$ cat config.mk
export PLATFORM = sky130hd
export DESIGN_NAME = apb_slave_mem
export DESIGN_NICKNAME = d
export VERILOG_FILES = /design/src/rtl/apb_slave_mem.sv
export SDC_FILE = /design/constraint.sdc
export NUM_CORES = 1
export LEC_CHECK = 0
export ABC_AREA = 1
export CAP_MARGIN = 10
export CORE_AREA = 2 2 426 428
export CTS_BUF_LIST = sky130_fd_sc_hd__clkbuf_4 sky130_fd_sc_hd__clkbuf_8 sky130_fd_sc_hd__clkbuf_16
export DETAILED_ROUTE_END_ITERATION = 6
export DIE_AREA = 0 0 428 430
export HOLD_SLACK_MARGIN = 0.03
export PLACE_DENSITY_LB_ADDON = 0.1
export SLEW_MARGIN = 20
export SYNTH_ARGS = -nofsm -noshare
export SYNTH_HDL_FRONTEND = slang
export SYNTH_SLANG_ARGS = --single-unit
$ cat constraint.sdc
create_clock -name PCLK -period 1.8 [get_ports PCLK]
set_clock_uncertainty 0.05 [all_clocks]
set_input_delay 0.36 -clock PCLK [delete_from_list [all_inputs] [get_ports PCLK]]
set_output_delay 0.36 -clock PCLK [all_outputs]
set_load 0.05 [all_outputs]
$ cat src/rtl/apb_slave_mem.sv
// ============================================================================
// apb_slave_mem : APB completer backed by a word-addressed register memory
// Rev 1.0 : initial release
// ============================================================================
`default_nettype none

module apb_slave_mem #(
    parameter int ADDR_WIDTH  = 8,
    parameter int DATA_WIDTH  = 32,
    parameter int DEPTH       = 32,
    parameter int WAIT_STATES = 1
) (
    input  logic                  PCLK,
    input  logic                  RESETn,
    input  logic                  PSEL,
    input  logic                  PENABLE,
    input  logic                  PWRITE,
    input  logic [ADDR_WIDTH-1:0] PADDR,
    input  logic [DATA_WIDTH-1:0] PWDATA,
    output logic [DATA_WIDTH-1:0] PRDATA,
    output logic                  PREADY,
    output logic                  PSLVERR
);

    localparam int         IDX_W         = (DEPTH > 1) ? $clog2(DEPTH) : 1;
    localparam logic [3:0] WAIT_CNT_INIT = 4'(WAIT_STATES);

    typedef enum logic [0:0] {
        IDLE   = 1'b0,
        ACCESS = 1'b1
    } state_t;

    state_t                  state;
    state_t                  state_next;

    logic [DATA_WIDTH-1:0]   mem [DEPTH];
    logic [IDX_W-1:0]        idx_q;
    logic                    write_q;
    logic                    err_q;
    logic [3:0]              wait_cnt;

    logic [IDX_W-1:0]        setup_idx;
    logic                    setup_err;
    logic                    do_setup;
    logic                    do_tick;
    logic                    do_complete;
    logic                    do_abort;

    // Decode of the address presented on a setup edge.
    assign setup_idx = PADDR[IDX_W+1:2];
    assign setup_err = (PADDR[1:0] != 2'b00) ||
                       (32'(PADDR[ADDR_WIDTH-1:2]) >= 32'(DEPTH));

    always_ff @(posedge PCLK or negedge RESETn) begin
        if (!RESETn) begin
            state <= IDLE;
        end else begin
            state <= state_next;
        end
    end

    // A setup edge seen in ACCESS restarts the transfer and drops the old one.
    always_comb begin
        state_next  = state;
        do_setup    = 1'b0;
        do_tick     = 1'b0;
        do_complete = 1'b0;
        do_abort    = 1'b0;
        case (state)
            IDLE: begin
                if (PSEL && !PENABLE) begin
                    do_setup   = 1'b1;
                    state_next = ACCESS;
                end
            end
            ACCESS: begin
                if (!PSEL) begin
                    do_abort   = 1'b1;
                    state_next = IDLE;
                end else if (!PENABLE) begin
                    do_setup   = 1'b1;
                end else if (PREADY) begin
                    do_complete = 1'b1;
                    state_next  = IDLE;
                end else begin
                    do_tick = 1'b1;
                end
            end
            default: state_next = IDLE;
        endcase
    end

    always_ff @(posedge PCLK or negedge RESETn) begin
        if (!RESETn) begin
            idx_q    <= '0;
            write_q  <= 1'b0;
            err_q    <= 1'b0;
            wait_cnt <= 4'd0;
            PRDATA   <= '0;
            PREADY   <= 1'b0;
            PSLVERR  <= 1'b0;
            for (int i = 0; i < DEPTH; i++) begin
                mem[i] <= '0;
            end
        end else begin
            if (do_setup) begin
                idx_q    <= setup_idx;
                write_q  <= PWRITE;
                err_q    <= setup_err;
                wait_cnt <= WAIT_CNT_INIT;
                if (WAIT_STATES == 0) begin
                    PREADY  <= 1'b1;
                    PSLVERR <= setup_err;
                    PRDATA  <= (!PWRITE && !setup_err) ? mem[setup_idx] : '0;
                end else begin
                    PREADY  <= 1'b0;
                    PSLVERR <= 1'b0;
                    PRDATA  <= '0;
                end
            end else if (do_tick) begin
                wait_cnt <= wait_cnt - 4'd1;
                // Response is registered on the edge the counter reaches zero.
                if (wait_cnt == 4'd1) begin
                    PREADY  <= 1'b1;
                    PSLVERR <= err_q;
                    PRDATA  <= (!write_q && !err_q) ? mem[idx_q] : '0;
                end
            end else if (do_complete) begin
                if (write_q && !err_q) begin
                    mem[idx_q] <= PWDATA;
                end
                wait_cnt <= 4'd0;
                PREADY   <= 1'b0;
                PSLVERR  <= 1'b0;
                PRDATA   <= '0;
            end else if (do_abort) begin
                wait_cnt <= 4'd0;
                PREADY   <= 1'b0;
                PSLVERR  <= 1'b0;
                PRDATA   <= '0;
            end
        end
    end

endmodule

`default_nettype wire

* After elaboration in Yosys (flattened, before gate mapping)
Cells that the tools add are included.
** Storage, ports and cells
- Input bits :: 45
- Register bits after elaboration :: 1070
- Logic and storage cells :: 103
** Cells by class
- Muxes and demuxes :: 41
- Reduce and logical (&&, ||, !) cells :: 12
- Add/subtract/negate cells :: 1
- Bitwise operators :: 4
- Magnitude comparators :: 3
- Equal/unequal tests :: 2
** Operators with widths (number)
- bitwise mux 1024 bit :: 1
- two-way mux 32 bit :: 9
- binary-select mux 32 bit (select 5 bit) :: 1
- demux 32 bit (select 5 bit) :: 1
- two-way mux 1 bit :: 23
- two-way mux 4 bit :: 4
- >= comparator 6 bit, second input constant :: 2
- less-than comparator 6 x 1 -> 1 bit, second input constant :: 1
- inverter 5 -> 6 bit :: 1
- equality test 4 x 1 -> 1 bit, second input constant :: 1
- logical AND 1 bit :: 4
- one-hot mux 1 bit (2 select lines) :: 2
- AND reduction 4 bit :: 1
- nonzero test 4 bit :: 1
- subtractor 4 x 1 -> 4 bit, second input constant :: 1
- zero test 1 bit :: 3
- != test 3 x 2 -> 1 bit, second input constant :: 1
- inverter 1 bit :: 3
- AND reduction 2 bit :: 1
- nonzero test 2 bit :: 1
- logical OR 1 bit :: 1

* Logic depth before layout (Yosys ltp)
- Word-level depth :: 8
- Mapped depth :: 14

* Worst setup path before layout
No wires, ideal clock.
- Path kind :: reg-to-reg
- Start point :: reg PREADY
- End point :: reg mem[549] (netlist name)
- Data required time :: 1.684 ns
- Period minus slack after synthesis :: 2.133 ns
- Setup slack :: -0.333 ns
- Path buffers :: 2
- Stages on the path, launching flop included :: 9
- Setup time :: 0.066 ns
- Arrival :: 2.017 ns
- Path through :: dfrtp_1 inv_1 nor4_1 nand2_1 inv_2 clkbuf_1 clkbuf_1 nand3_1 nand2_1
** On the way
- Longest elaborated chain between the ends :: 6
- Elaborated cells between the ends (all ways) :: 10
- Classes of those cells :: mux (8); bitwise (1); reduce/logical (1)
** RTL lines
- from (decl) :: line 21 : output logic PREADY,
- from (signal assigned) :: line 100 : PREADY <= 1'b0;
- from (signal assigned) :: line 112 : PREADY <= 1'b1;
- from (signal assigned) :: line 116 : PREADY <= 1'b0;
- two-way mux 1 bit :: line 82 : end else if (PREADY) begin
- two-way mux 1 bit :: line 80 : end else if (!PENABLE) begin
- two-way mux 1 bit :: line 77 : if (!PSEL) begin
- two-way mux 1 bit :: line 69 : case (state)
- inverter 1 bit (no source line)
- AND reduction 4 bit (no source line) (*)
- to (signal, indexed assignment) :: line 103 : mem[i] <= '0;
- to (signal, indexed assignment) :: line 130 : mem[idx_q] <= PWDATA;
- to (decl) :: line 36 : logic [DATA_WIDTH-1:0] mem [DEPTH];
Every way passes the cells marked *; elsewhere a longest branch is shown, timed or not.
A chain may end at the register's enable or synchronous reset.

* Final worst setup path
- Start point :: reg idx_q[0]
- End point :: reg PRDATA[21]
** On the way
- Longest elaborated chain between the ends :: 8
** RTL lines
- from (decl) :: line 37 : logic [IDX_W-1:0] idx_q;
- from (signal assigned) :: line 107 : idx_q <= setup_idx;
- inverter 5 -> 6 bit (implied by the code) :: line 126 : PRDATA <= (!write_q && !err_q) ? mem[idx_q] : '0;
- binary-select mux 32 bit (select 5 bit) :: line 126
- two-way mux 32 bit (implied by the code) (2 in series) :: line 126
- two-way mux 32 bit :: line 126
- two-way mux 32 bit :: line 123 : if (wait_cnt == 4'd1) begin
- two-way mux 32 bit :: line 120 : end else if (do_tick) begin
- two-way mux 32 bit :: line 106 : if (do_setup) begin
- to (signal assigned) :: line 114 : PRDATA <= (!PWRITE && !setup_err) ? mem[setup_idx] : '0;
- to (signal assigned) :: line 126
- to (decl) :: line 20 : output logic [DATA_WIDTH-1:0] PRDATA,
No other way between the ends. The select of a mux whose other input is x is not followed.

==> metrics.txt <==
Vias/cell=4.88; routed wire length=232000 um; HPWL after detailed placement=147000 um; leakage component of the power=37.9 nW; Synth top cells by count=4823 x sky130_fd_sc_hd__nand2_1, 1070 x sky130_fd_sc_hd__dfrtp_1, 769 x sky130_fd_sc_hd__nand3_1, 476 x sky130_fd_sc_hd__clkbuf_1, 298 x sky130_fd_sc_hd__o21ai_0; clock slew at the register clock pins of the worst setup and hold paths=0.06 ns; drt first-iter violations=4535; Worst Setup Start Kind=flop; slowest stage cell, crit path=sky130_fd_sc_hd__dfrtp_4; most frequent cell after synthesis=sky130_fd_sc_hd__nand2_1; Sw Ratio=27.3%; clock network power share=47.3%; Most common cell on crit path=sky130_fd_sc_hd__nand2_1; placement row count=156; overall power after layout=60.1 mW; Arrival @ worst endpoint=2.89 ns; actual transition at the worst max-transition pin=0.623 ns; Post-Syn Area=53400 sq um; Cell Count, Final, Fillers Out=10400; CTS tree=yes; sequential cell area fraction in the yosys report=50.1%; initial antenna violation count=3; nets in the synthesized netlist=7788; number of remaining DRC errors=0; fraction of power consumed by combinational cells=12.3%; Clock Sinks=1070; required arrival time at the worst endpoint=2.47 ns; pin count of the biggest net entering global routing=92; Synth top area share=50.1%; final number of setup-violating endpoints=1080; ordered list of cells on the worst path=inv_8 > buf_16 > buf_16 > buf_12 > nand2_1 > nand2_1 > nand2_1 > nand2_1 > nand2_1 > nand2_1 > nor2_1 > nand2_1 > nand2_1 > nand2_1; total CTS buffers=139; number of different library cells in the post-synthesis netlist=20; P&R area growth vs syn=26.0%; FFs w/ async S/R, synth=100%; Avg WL per Cell=22.3 um; min cycle time layout=2.22 ns; type of the worst setup path=reg -> reg; dpl cells=10100; worst setup slack before clock tree synthesis=-0.596 ns; vias in the first global route=50000; count of TritonRoute iterations in the first routing pass=7; utilization after layout=37.5%; instance count of the mapped netlist=7741; achievable clock frequency=450 MHz; total power density per cell area=892 nW/um^2; maximum vdd drop=0.000652 V; hold violation count in the final report=0; RSZ-0062 raised after global routing=true; number of register bits inferred by synthesis=1070; outcome=complete, but fails checks; portion of the clock cycle consumed by the worst path in the final layout=123%; Max-slew headroom=58.5%; chip height=430 um; first-pass GRT wire length=347000 um; total congestion overflow after global routing=0; delay contributed by the slowest stage of the critical path=0.57 ns; Die W=428 um; fraction of layout cells with a size suffix above 1=13.0%; number of synthesis warnings=0; Tightest Hold Check Type=in -> reg; initial cell density of the core=29.7%; design internal power=43.6 mW; mean instance size in the synthesized netlist=6.90 sq um; Max Cap Violations=0; Reg power frac=40.4%; Skew-Pair Late Insertion Delay=0.78 ns; port buffer count=78; combined global-route utilization of all metal layers=25.0%; maximum buffer depth of the clock tree=3; failing checks=setup timing; placeable core region=180000 sq um; total vias in the final route=50800; Final WS setup=-0.420 ns; largest fanout on the critical path=24; NetSw=16.4 mW; count of boundary I/O pins=79; Final Net Count=7987; root buffer cell=sky130_fd_sc_hd__clkbuf_16; cells taking the most area after synthesis=sky130_fd_sc_hd__dfrtp_1 50%, sky130_fd_sc_hd__nand2_1 34%, sky130_fd_sc_hd__nand3_1 7.2%; cell type with the highest aggregate area in the netlist=sky130_fd_sc_hd__dfrtp_1; EDFF count, synth=0; routability-driven placement congestion ratio=0.845; number of max-slew violations in the final report=0; most used flip-flop cell after synthesis=sky130_fd_sc_hd__dfrtp_1; kind of end point of the critical path=flop; count of nets left with antenna violations after detail routing=0; number of H-tree levels=4; full die area=184000 sq um; Fin Hold WS=0.129 ns
[what timing repair did]
action / CTS / global route
pin swaps: 12 / 4
endpoints found under the setup margin: 1089 / 1090
gates cloned: 3 / 6
buffers inserted: 3 / 5
gates resized for setup: 114 / 78
endpoints found under the hold margin: 1630 / 0
hold buffers: 33 / 0
[flip-flops by register name, summed over array words and instances (netlist names), 4 cells and up]
signal    cells
wait_cnt      4
idx_q         5
PRDATA       32
mem        1024
[metrics by stage]
| step | TNS, ns | cell area [sq um] |
|---|---|---|
| 3_5_place_dp | -370.73 | 61500 |
| 3_3_place_gp | -373.58 | 61500 |
| 6_report | -202.92 | 67300 |
| 5_1_grt | -294.55 | 67300 |
| 2_1_floorplan | -0.311 | 53700 |
| 4_1_cts | -212.90 | 66900 |
[layer usage]
| metal | track usage, % | vias up | part of all wire (%) |
|---|---|---|---|
| met1 | 34.9 | 25000 | 47 |
| met5 | 0 | - | 0 |
| met4 | 6.55 | 0 | 2.5 |
| li1 | - | 24300 | - |
| met3 | 2.73 | 237 | 4.1 |
| met2 | 41.0 | 1189 | 47 |
[cell families after synthesis]
family,share of synthesized area [%]
flops,50.1
buf+inv,4.90
compound gates,2.85
simple gates,42.1
fa+ha+maj,0.0468
[critical path: cells and delay by family, from the launching register on]
| family | cells | cell delay, ns |
|---|---|---|
| flip-flops | 1 | 0.57 |
| AND/OR/NAND/NOR | 10 | 0.74 |
| buffers and inverters | 4 | 0.73 |
[power by group through the flow]
stage	registers [mW]	clock network, mW	logic [mW]
5_1_grt	24.2	30.0	7.79
4_1_cts	24.2	29.0	7.26
2_1_floorplan	24.7	0	2.34
6_report	24.3	28.4	7.41
3_3_place_gp	24.7	0	7.11
3_5_place_dp	24.7	0	7.09
[path summary, 6_finish.rpt]
| path | end | cells past startpoint | startpoint | slack, ns |
|---|---|---|---|---|
| hold reg to reg | mem[840]$_DFFE_PN0P_ | 2 | mem[840]$_DFFE_PN0P_ | 0.42 |
| setup reg to reg | PRDATA[21]$_DFFE_PN0P_ | 14 | idx_q[0]$_DFFE_PN0N_ | -0.42 |
| max in group asynchronous | mem[88]$_DFFE_PN0P_ | 5 | RESETn | 0.78 |
| min in group asynchronous | wait_cnt[2]$_DFFE_PN0P_ | 3 | RESETn | 0.14 |
| hold / removal | write_q$_DFFE_PN0N_ | 3 | PWRITE | 0.13 |
| setup / recovery | PRDATA[21]$_DFFE_PN0P_ | 14 | idx_q[0]$_DFFE_PN0N_ | -0.42 |
[cells in the final DEF, fill, tap and decap left out, types with 3 or more instances in the layout]
cell and instances:
sky130_fd_sc_hd__nand2_1 4728, sky130_fd_sc_hd__dfrtp_1 1066, sky130_fd_sc_hd__nand3_1 769, sky130_fd_sc_hd__buf_4 338, sky130_fd_sc_hd__o21ai_0 295, sky130_fd_sc_hd__buf_12 209
sky130_fd_sc_hd__clkbuf_16 149, sky130_fd_sc_hd__nand2_2 89, sky130_fd_sc_hd__inv_1 46, sky130_fd_sc_hd__nor2_4 36, sky130_fd_sc_hd__clkbuf_4 34, sky130_fd_sc_hd__nor2_1 33
sky130_fd_sc_hd__clkbuf_8 33, sky130_fd_sc_hd__dlygate4sd3_1 33, sky130_fd_sc_hd__buf_2 32, sky130_fd_sc_hd__nor2_2 31, sky130_fd_sc_hd__buf_6 17, sky130_fd_sc_hd__clkinv_2 14
sky130_fd_sc_hd__clkdlybuf4s50_1 11, sky130_fd_sc_hd__inv_2 9, sky130_fd_sc_hd__nor3_4 8, sky130_fd_sc_hd__buf_16 8, sky130_fd_sc_hd__inv_6 7, sky130_fd_sc_hd__nand2_4 5
sky130_fd_sc_hd__bufinv_16 5, sky130_fd_sc_hd__clkinv_8 3, sky130_fd_sc_hd__o21ai_1 3, sky130_fd_sc_hd__bufbuf_16 3, sky130_fd_sc_hd__buf_8 3
[cell type report]
class	count	area (sq um)
Fill cell	19100	112000
Clock buffer	210	4290
Multi-Input combinational cell	6009	24700
Clock inverter	29	322
Tap cell	2370	2970
Inverter	60	255
Antenna cell	2	5.00
Sequential cell	1070	26800
Timing Repair Buffer	660	8030
Power figures use the tool's default switching activity.
